<file path="config.mk">
export PLATFORM = sky130hd
export DESIGN_NAME = lbr_unit_mk2
export DESIGN_NICKNAME = d
export VERILOG_FILES = /design/src/rtl/lbr_pkg.sv /design/src/rtl/lbr_entry_ram.sv /design/src/rtl/lbr_unit_mk2.sv
export SDC_FILE = /design/constraint.sdc
export NUM_CORES = 1
export LEC_CHECK = 0
export BUFFER_PORTS_ARGS = -buffer_cell sky130_fd_sc_hd__buf_2
export CORE_MARGIN = 2
export CORE_UTILIZATION = 53
export DETAILED_ROUTE_END_ITERATION = 10
export GPL_ROUTABILITY_DRIVEN = 0
export PLACE_DENSITY = 0.76
export REMOVE_ABC_BUFFERS = 1
export SYNTH_ARGS = -nofsm -noshare
export SYNTH_HDL_FRONTEND = slang
export SYNTH_SLANG_ARGS = --single-unit
export TNS_END_PERCENT = 5
</file>
<file path="constraint.sdc">
create_clock -name clock -period 4.2 [get_ports clock]
set_clock_uncertainty 0.15 [all_clocks]
set_input_delay 0.42 -clock clock [delete_from_list [all_inputs] [get_ports clock]]
set_output_delay 0.42 -clock clock [all_outputs]
set_load 0.005 [all_outputs]
</file>
<file path="src/rtl/lbr_pkg.sv">
// Shared encodings for the last-branch-record unit: transfer kinds, software
// request codes, read field selectors, control bits and status word layout.
package lbr_pkg;

    typedef enum logic [1:0] {
        SEL_PC4    = 2'b00,
        SEL_BRANCH = 2'b01,
        SEL_JAL    = 2'b10,
        SEL_JALR   = 2'b11
    } next_sel_e;

    typedef enum logic [1:0] {
        REQ_IDLE  = 2'b00,
        REQ_CTRL  = 2'b01,
        REQ_READ  = 2'b10,
        REQ_CLEAR = 2'b11
    } lbr_req_e;

    typedef enum logic [1:0] {
        FIELD_FROM   = 2'b00,
        FIELD_TO     = 2'b01,
        FIELD_TYPE   = 2'b10,
        FIELD_STATUS = 2'b11
    } read_field_e;

    localparam int CTRL_BITS       = 5;
    localparam int CTRL_ENABLE     = 0;
    localparam int CTRL_REC_BRANCH = 1;
    localparam int CTRL_REC_JAL    = 2;
    localparam int CTRL_REC_JALR   = 3;
    localparam int CTRL_FREEZE     = 4;
    localparam logic [CTRL_BITS-1:0] CTRL_RESET = 5'h0F;

    // Status word: {wrapped, frozen, count[INDEX_BITS:0], wr_ptr[INDEX_BITS-1:0]}
    function automatic int stat_count_lo(input int index_bits);
        return index_bits;
    endfunction

    function automatic int stat_frozen_bit(input int index_bits);
        return 2 * index_bits + 1;
    endfunction

    function automatic int stat_wrapped_bit(input int index_bits);
        return 2 * index_bits + 2;
    endfunction

endpackage

</file>
<file path="src/rtl/lbr_entry_ram.sv">
// Record storage: one synchronous write port, one combinational read port.
// Contents are not reset; the top level masks slots that hold no valid record.
module lbr_entry_ram #(
    parameter int DEPTH  = 8,
    parameter int ADDR_W = 3,
    parameter int DATA_W = 26
) (
    input  logic              clock,
    input  logic              we,
    input  logic [ADDR_W-1:0] waddr,
    input  logic [DATA_W-1:0] wdata,
    input  logic [ADDR_W-1:0] raddr,
    output logic [DATA_W-1:0] rdata
);

    logic [DATA_W-1:0] mem [DEPTH];

    always_ff @(posedge clock) begin
        if (we) begin
            mem[waddr] <= wdata;
        end
    end

    assign rdata = mem[raddr];

endmodule

</file>
<file path="src/rtl/lbr_unit_mk2.sv">
// Last-branch-record unit: snoops next-PC selection into a circular buffer of
// {from, to, type} records with per-type filters, wrap or freeze-on-full mode.
module lbr_unit_mk2
    import lbr_pkg::*;
#(
    parameter int DATA_WIDTH   = 16,
    parameter int ADDRESS_BITS = 12,
    parameter int LBR_DEPTH    = 8
) (
    input  logic                    clock,
    input  logic                    reset,
    input  logic                    stall,
    input  logic [1:0]              next_PC_sel,
    input  logic [ADDRESS_BITS-1:0] PC_address,
    input  logic [ADDRESS_BITS-1:0] branch_target,
    input  logic [ADDRESS_BITS-1:0] JAL_target,
    input  logic [ADDRESS_BITS-1:0] JALR_target,
    input  logic [1:0]              lbrReq,
    input  logic [DATA_WIDTH-1:0]   RW_address,
    input  logic [DATA_WIDTH-1:0]   ALU_result,
    output logic [DATA_WIDTH-1:0]   output_data,
    output logic                    lbr_frozen
);

    localparam int INDEX_BITS = $clog2(LBR_DEPTH);
    localparam int ENTRY_W    = 2 * ADDRESS_BITS + 2;
    localparam int COUNT_LO   = stat_count_lo(INDEX_BITS);
    localparam int FROZEN_BIT = stat_frozen_bit(INDEX_BITS);
    localparam int WRAP_BIT   = stat_wrapped_bit(INDEX_BITS);

    localparam logic [INDEX_BITS-1:0] PTR_ONE     = INDEX_BITS'(1);
    localparam logic [INDEX_BITS:0]   CNT_ONE     = (INDEX_BITS+1)'(1);
    localparam logic [INDEX_BITS:0]   CNT_FULL    = (INDEX_BITS+1)'(LBR_DEPTH);
    localparam logic [INDEX_BITS:0]   CNT_PREFULL = (INDEX_BITS+1)'(LBR_DEPTH - 1);

    logic [INDEX_BITS-1:0]   wr_ptr;
    logic [INDEX_BITS:0]     count;
    logic                    frozen;
    logic                    wrapped;
    logic [CTRL_BITS-1:0]    ctrl;

    logic [ADDRESS_BITS-1:0] sel_target;
    logic                    type_ok;
    logic                    do_record;
    logic [ENTRY_W-1:0]      wr_entry;

    logic [INDEX_BITS-1:0]   rd_age;
    logic [1:0]              rd_field;
    logic [INDEX_BITS-1:0]   rd_slot;
    logic                    rd_valid;
    logic [ENTRY_W-1:0]      rd_entry;
    logic [DATA_WIDTH-1:0]   read_value;

    // Bits of the software interface that carry no meaning here.
    logic unused_bits;
    assign unused_bits = ^{RW_address[DATA_WIDTH-1:INDEX_BITS+2], ALU_result[DATA_WIDTH-1:CTRL_BITS]};

    always_comb begin
        sel_target = '0;
        type_ok    = 1'b0;
        case (next_sel_e'(next_PC_sel))
            SEL_BRANCH: begin
                sel_target = branch_target;
                type_ok    = ctrl[CTRL_REC_BRANCH];
            end
            SEL_JAL: begin
                sel_target = JAL_target;
                type_ok    = ctrl[CTRL_REC_JAL];
            end
            SEL_JALR: begin
                sel_target = JALR_target;
                type_ok    = ctrl[CTRL_REC_JALR];
            end
            default: begin
                sel_target = '0;
                type_ok    = 1'b0;
            end
        endcase
    end

    // Clear outranks recording, so a clear request suppresses the write too.
    assign do_record = !stall && ctrl[CTRL_ENABLE] && type_ok && !frozen
                       && (lbr_req_e'(lbrReq) != REQ_CLEAR);
    assign wr_entry  = {PC_address, sel_target, next_PC_sel};

    assign rd_field = RW_address[1:0];
    assign rd_age   = RW_address[INDEX_BITS+1:2];
    assign rd_slot  = wr_ptr - PTR_ONE - rd_age;
    assign rd_valid = ({1'b0, rd_age} < count);

    lbr_entry_ram #(
        .DEPTH  (LBR_DEPTH),
        .ADDR_W (INDEX_BITS),
        .DATA_W (ENTRY_W)
    ) u_entry_ram (
        .clock (clock),
        .we    (do_record),
        .waddr (wr_ptr),
        .wdata (wr_entry),
        .raddr (rd_slot),
        .rdata (rd_entry)
    );

    always_comb begin
        read_value = '0;
        case (read_field_e'(rd_field))
            FIELD_FROM: begin
                if (rd_valid) read_value[ADDRESS_BITS-1:0] = rd_entry[ENTRY_W-1 -: ADDRESS_BITS];
            end
            FIELD_TO: begin
                if (rd_valid) read_value[ADDRESS_BITS-1:0] = rd_entry[2 +: ADDRESS_BITS];
            end
            FIELD_TYPE: begin
                if (rd_valid) read_value[2:0] = {1'b1, rd_entry[1:0]};
            end
            default: begin
                read_value[INDEX_BITS-1:0]         = wr_ptr;
                read_value[COUNT_LO +: INDEX_BITS+1] = count;
                read_value[FROZEN_BIT]             = frozen;
                read_value[WRAP_BIT]               = wrapped;
            end
        endcase
    end

    // lbrReq is a one-cycle command: it acts at the edge it is sampled on and
    // reads return their data on output_data from the following cycle onward.
    always_ff @(posedge clock) begin
        if (reset) begin
            wr_ptr      <= '0;
            count       <= '0;
            frozen      <= 1'b0;
            wrapped     <= 1'b0;
            ctrl        <= CTRL_RESET;
            output_data <= '0;
        end else begin
            if (lbr_req_e'(lbrReq) == REQ_CTRL) begin
                ctrl <= ALU_result[CTRL_BITS-1:0];
            end
            if (lbr_req_e'(lbrReq) == REQ_CLEAR) begin
                wr_ptr  <= '0;
                count   <= '0;
                frozen  <= 1'b0;
                wrapped <= 1'b0;
            end else if (do_record) begin
                wr_ptr <= wr_ptr + PTR_ONE;
                if (count == CNT_FULL) begin
                    wrapped <= 1'b1;
                end else begin
                    count <= count + CNT_ONE;
                    if (ctrl[CTRL_FREEZE] && count == CNT_PREFULL) begin
                        frozen <= 1'b1;
                    end
                end
            end
            if (lbr_req_e'(lbrReq) == REQ_READ) begin
                output_data <= read_value;
            end
        end
    end

    assign lbr_frozen = frozen;

endmodule

</file>
Yosys cells after proc, flatten, opt, wreduce, memory -nomap -nowiden
Memory sizes are Yosys's and may differ from the RTL's.
Cells that the tools add are included.
Widths: inputs -> output; s select.
{"block": "totals", "regBits": 26, "mem_bits_rw": 208, "mem_count": 1}
{"name": "u_entry_ram.mem", "depth": 8, "width": 26, "rd": 1, "rd_clocked_by_memory_dff": 0, "wr": 1, "line_no": "lbr_entry_ram.sv:16", "text": "logic [DATA_W-1:0] mem [DEPTH];"}
{"block": "classes", "n_addsub": 4, "n_lt_le_gt_ge": 1, "n_eq_ne": 11, "n_mux": 10, "bitwise": 1, "reduce_logical": 12}
{"operator": "$pmux 12 s3", "count": 1}
{"operator": "$mux 12", "count": 2}
{"operator": "$pmux 6 s3", "count": 1}
{"operator": "$eq 2x2->1 const B", "count": 5}
{"operator": "$pmux 3 s3", "count": 1}
{"operator": "$eq 2x1->1 const B", "count": 3}
{"operator": "$pmux 3 s2", "count": 1}
{"operator": "$logic_and 1x1->1", "count": 5}
{"operator": "$add 4x1->4 const B", "count": 1}
{"operator": "$eq 4x3->1 const B", "count": 1}
{"operator": "$eq 4x4->1 const B", "count": 1}
{"operator": "$lt 3x4->1", "count": 1}
{"operator": "$reduce_and 2->1", "count": 2}
{"operator": "$add 3x1->3 const B", "count": 1}
{"operator": "$mux 3", "count": 1}
{"operator": "$pmux 1 s3", "count": 1}
{"operator": "$reduce_and 3->1", "count": 1}
{"operator": "$sub 3x1->3 const B", "count": 1}
{"operator": "$sub 3x3->3", "count": 1}
{"operator": "$logic_not 1->1", "count": 2}
{"operator": "$logic_not 2->1", "count": 1}
{"operator": "$mux 1", "count": 2}
{"operator": "$ne 2x2->1 const B", "count": 1}
{"operator": "$reduce_or 2->1", "count": 1}
{"operator": "$not 1->1", "count": 1}

Logic depth before layout (Yosys ltp)
{"block": "depth", "word_depth": 7, "ltp_mapped": 10, "depth_no_buf": 8}

Cells and area by module
Synthesis repeated with hierarchy kept, for this count alone.
{"block": "unflattened", "cells_unflattened": 524, "hier_area_um2": 9839.4}
{"mod": "lbr_entry_ram", "n_inst": 1, "cells_each": 314, "area_each_um2": 8042.7, "seq_area_each_um2": 6246.0}
{"mod": "lbr_unit_mk2", "n_inst": 1, "cells_each": 210, "area_each_um2": 1796.7, "seq_area_each_um2": 520.5}

Worst setup path before layout
Ideal clock, no wire load.
{"block": "synth_path", "path_type": "input port to flip-flop", "from": "input port lbrReq[1]", "to": "memory u_entry_ram.mem[1][0] (enable)", "t_arrival_ps": 3914, "setup_slack_ps": -349, "path_stages": 3, "path_buffers": 0, "path_cell_list": "a2111oi_2 nand2_1 nor4b_1"}
{"block": "synth_via", "elab_chain_len": 4}
{"item": "from (decl)", "line_no": "lbr_unit_mk2.sv:18", "text": "input logic [1:0] lbrReq,"}
{"item": "$ne 2x2->1", "line_no": "lbr_unit_mk2.sv:83", "text": "&& (lbr_req_e'(lbrReq) != REQ_CLEAR);"}
{"item": "$logic_and 1x1->1", "line_no": "lbr_unit_mk2.sv:83"}
{"item": "$mux 1", "line_no": "lbr_entry_ram.sv:19", "text": "if (we) begin"}
{"item": "$mux 1 (implied by the code)", "line_no": "lbr_entry_ram.sv:20", "text": "mem[waddr] <= wdata;"}
{"item": "to (decl)", "line_no": "lbr_entry_ram.sv:16"}
Every way passes these cells.

Worst setup path in the final report
{"block": "layout_path", "from": "register wr_ptr[0]", "to": "register output_data[4]"}
{"block": "layout_via", "elab_chain_len": 5, "elab_cells_between_ends": 6}
{"item": "from (decl)", "line_no": "lbr_unit_mk2.sv:36", "text": "logic [INDEX_BITS-1:0] wr_ptr;"}
{"item": "from (signal assigned)", "line_no": "lbr_unit_mk2.sv:145", "text": "wr_ptr <= wr_ptr + PTR_ONE;"}
{"item": "$sub 3x1->3 *", "line_no": "lbr_unit_mk2.sv:88", "text": "assign rd_slot = wr_ptr - PTR_ONE - rd_age;"}
{"item": "$sub 3x3->3 *", "line_no": "lbr_unit_mk2.sv:88"}
{"item": "$mem_v2 8x26 *"}
{"item": "$mux 12, on equally long branches", "line_no": "lbr_unit_mk2.sv:111, lbr_unit_mk2.sv:108"}
{"item": "$pmux 6 s3 *", "line_no": "lbr_unit_mk2.sv:106", "text": "case (read_field_e'(rd_field))"}
{"item": "to (signal assigned)", "line_no": "lbr_unit_mk2.sv:156", "text": "output_data <= read_value;"}
{"item": "to (decl)", "line_no": "lbr_unit_mk2.sv:21", "text": "output logic [DATA_WIDTH-1:0] output_data,"}
Every way passes the cells marked *; elsewhere a longest branch is shown, timed or not.
A chain may end at the register's enable or synchronous reset.

==> key figures <==
Cells and area
  – Post-layout nets: 704
  – Antenna diode count: 0
  – Finished Cell Area: 11,220 um^2
  – Area Overhead vs Synth: 17.48%
  – Share of cells above drive strength 1: 0.3503

Clock network
  – Post-CTS sizing: 0
  – H-tree lvl count: 1
  – Clk_lat worst skew: roughly 0.53 ns
  – Cts bufs inserted: 24
  – Setup bufs post-CTS: 0
  – Root Driver: clkbuf_16
  – Clock-pin slew on the worst setup and hold paths: roughly 0.070 ns
  – CTS max path bufs: 3
  – CTS tree: yes
  – Clock Sinks: around 230

Timing
  – Period utilization: 0.7669
  – Max Fclk: between 0.3 and 0.4 GHz
  – RSZ-0062 raised after global routing: false
  – Final Hold Fails: 0
  – Setup TNS Final: 0 ns
  – Final setup fails: 0
  – Worst Hold Slack: 0.01643 ns
  – Slew @ Worst Pin: approximately 1.2 ns
  – Slew headroom: 0.1763
  – Final Max Tran Viols: 0
  – Fin crit period: ~3.2 ns

Power and ir drop
  – Int Pwr: 0.004221 W
  – Lkg Pwr: about 3.9 nW
  – Switching pwr: 0.001122 W
  – Sequential share of power: 0.484
  – Clock group share of total power: 0.435
  – Sw frac: 0.2100
  – Design Power: roughly 0.0053 W
  – Gate power share: 0.081
  – Cell Pwr Density: between 400 and 500 nW/um^2
  – Peak VDD IR: between 0.3 and 0.4 mV

Critical path
  – Worst Path Arrival: 3.47 ns
  – Critical path fanouts, max: 28
  – CP endpoint kind: flop
  – Crit path launch type: flop
  – CP Class: reg -> reg
  – Worst EP required: between 4 and 5 ns

Floorplan
  – Die Ht: around 140 um
  – Die Wd: between 100 and 150 um
  – Num rows: ~50
  – Die ar.: roughly 19,000 um^2
  – # IOs: 104
  – Initial core utilization: 0.5355
  – Core area: between 15,000 and 20,000 um^2

Route
  – Vias: ~5,200
  – Routed WL per cell: ~24 um
  – Remaining antenna violation count after routing: 0
  – DRC viols: 0
  – Drt first pass iters: 4
  – Drt first-iter violations: between 400 and 500
  – Detailed Route WL: between 20,000 and 25,000 um
  – Vias/cell: roughly 6

Global route
  – Tot GR Track Use: 0.2131
  – Total grt overflow: 0
  – Initial antenna violation count: 0
  – First-pass GRT wire length: ~31,000 um
  – Vias in the first global route: 5,259
  – Largest net degree at the start of global routing: 31

Synth
  – Yosys top cell by area: edfxtp_1
  – Synth top area cells: edfxtp_1, mux4_2, dfxtp_1, mux2i_1, mux2_2
  – Top-count cell post-synth: edfxtp_1
  – Asr flop ratio synth: 0
  – Synthesized area per cell: roughly 19 um^2
  – Post-Syn Instances: slightly above 500
  – Mapped Area: 9554 um^2
  – Share of the yosys chip area belonging to registers: 0.7082
  – Yosys top cell area share: 0.6537
  – Post-synth EDFFs: around 210
  – Predominant post-synthesis flop cell: edfxtp_1
  – Number of distinct library cells after synthesis: 50
  – Total number of yosys warnings: 0
  – #FFs+latches synth: approximately 230
  – Synth top cells by count: edfxtp_1, mux4_2, dfxtp_1

Placement
  – DP Area: 10,270 um^2
  – HPWL after DPL: ~12,000 um
  – Input/output buffers: 77

Min path
  – Hold crit path type: in -> reg

Run status
  – Status: finished clean

Run
  – Max cap viols: 0
state kept, by name, indices dropped and copies added, names as in the netlist:
register         count
count                4
ctrl                 5
lbr_frozen           1
output_data         12
u_entry_ram.mem    208
wr_ptr               3
wrapped              1
power by group through the flow:
| stage | logic, W | clock network, W | registers [W] |
|---|---|---|---|
| 2_1_floorplan | 0.000284 | 0 | 0.00263 |
| 3_3_place_gp | 0.000418 | 0 | 0.00263 |
| 3_5_place_dp | 0.000431 | 0 | 0.00263 |
| 4_1_cts | 0.000438 | 0.00235 | 0.00258 |
| 5_1_grt | 0.000472 | 0.00245 | 0.00259 |
| 6_report | 0.000435 | 0.00232 | 0.00258 |
critical path: stages (launching register included):
cell	delay, ns
dfxtp_1	0.48
ha_4	0.25
fa_2	0.99
buf_12	0.29
mux4_2	0.32
mux2i_1	0.23
o22ai_1	0.16
nand2b_1	0.12
a211oi_1	0.07
final timing paths:
path	from	end	slack (ns)	cells past startpoint
setup / recovery	wr_ptr[0]$_SDFFE_PP0P_	output_data[4]$_SDFFE_PP0N_	0.98	8
hold / removal	ALU_result[4]	ctrl[4]$_SDFFE_PP0N_	0.02	3
setup reg to reg	wr_ptr[0]$_SDFFE_PP0P_	output_data[4]$_SDFFE_PP0N_	0.98	8
hold reg to reg	output_data[9]$_SDFFE_PP0N_	output_data[9]$_SDFFE_PP0N_	0.32	2
metrics by stage:
step                      cells  setup slack (ns)    util
final                       857            0.9790  0.6291
after CTS                   856            0.9633  0.6286
after floorplan             480           -0.6033       -
after global placement      806            0.9658  0.5756
after global routing        857            0.8320  0.6291
after detailed placement    806            0.9432  0.5756
cell usage in the layout (no fill, tap or decap), types with 3 or more instances in the layout:
cell type	n
edfxtp_1	208
buf_2	77
mux4_2	54
dfxtp_1	26
clkbuf_16	24
mux2i_1	21
nor2_1	18
buf_4	18
nand2_1	17
a22o_1	15
mux2_2	13
a21oi_1	13
nand2b_1	10
o22ai_1	7
dlygate4sd3_1	7
inv_1	6
a211oi_1	6
bufinv_16	6
nand3_1	5
ha_1	5
clkinvlp_4	5
nor2b_1	4
conb_1	4
clkinv_2	4
o21ai_0	3
nand3b_1	3
or3_1	3
kinds of logic after synthesis:
logic type      count (synthesis)  share of synthesized area
compound gates                 62                    0.04832
xor+xnor                        5                   0.006155
fa+ha+maj                       7                   0.009953
buf+inv                        40                    0.02318
flops                         234                     0.7082
mux                            88                     0.1646
other cells                     1                  0.0003925
simple gates                   74                    0.03916
area by class of cell:
| type | instances | area, um^2 |
|---|---|---|
| Clock buffer | 26 | 618.1 |
| Sequential cell | 234 | 6766 |
| Multi-Input combinational cell | 240 | 2634 |
| Clock inverter | 18 | 266.5 |
| Fill cell | 1208 | 6616 |
| Tap cell | 229 | 286.5 |
| Timing Repair Buffer | 104 | 630.6 |
| Inverter | 6 | 22.52 |
what timing repair did:
item / in CTS / in global routing
endpoints found under the setup margin: 0 / 0
hold buffers: 6 / 1
endpoints found under the hold margin: 10 / 1
metal layers:
layer / up-vias / global-route usage / share of wire / wire length (um)
li1: 2269 / - / - / -
met1: 2686 / 0.3141 / 0.42 / 8572
met2: 253 / 0.3395 / 0.49 / 9911
met3: 30 / 0.03014 / 0.070 / 1425
met4: 0 / 0.06015 / 0.020 / 398
met5: - / 0 / 0 / 0
Power figures use the tool's default switching activity.
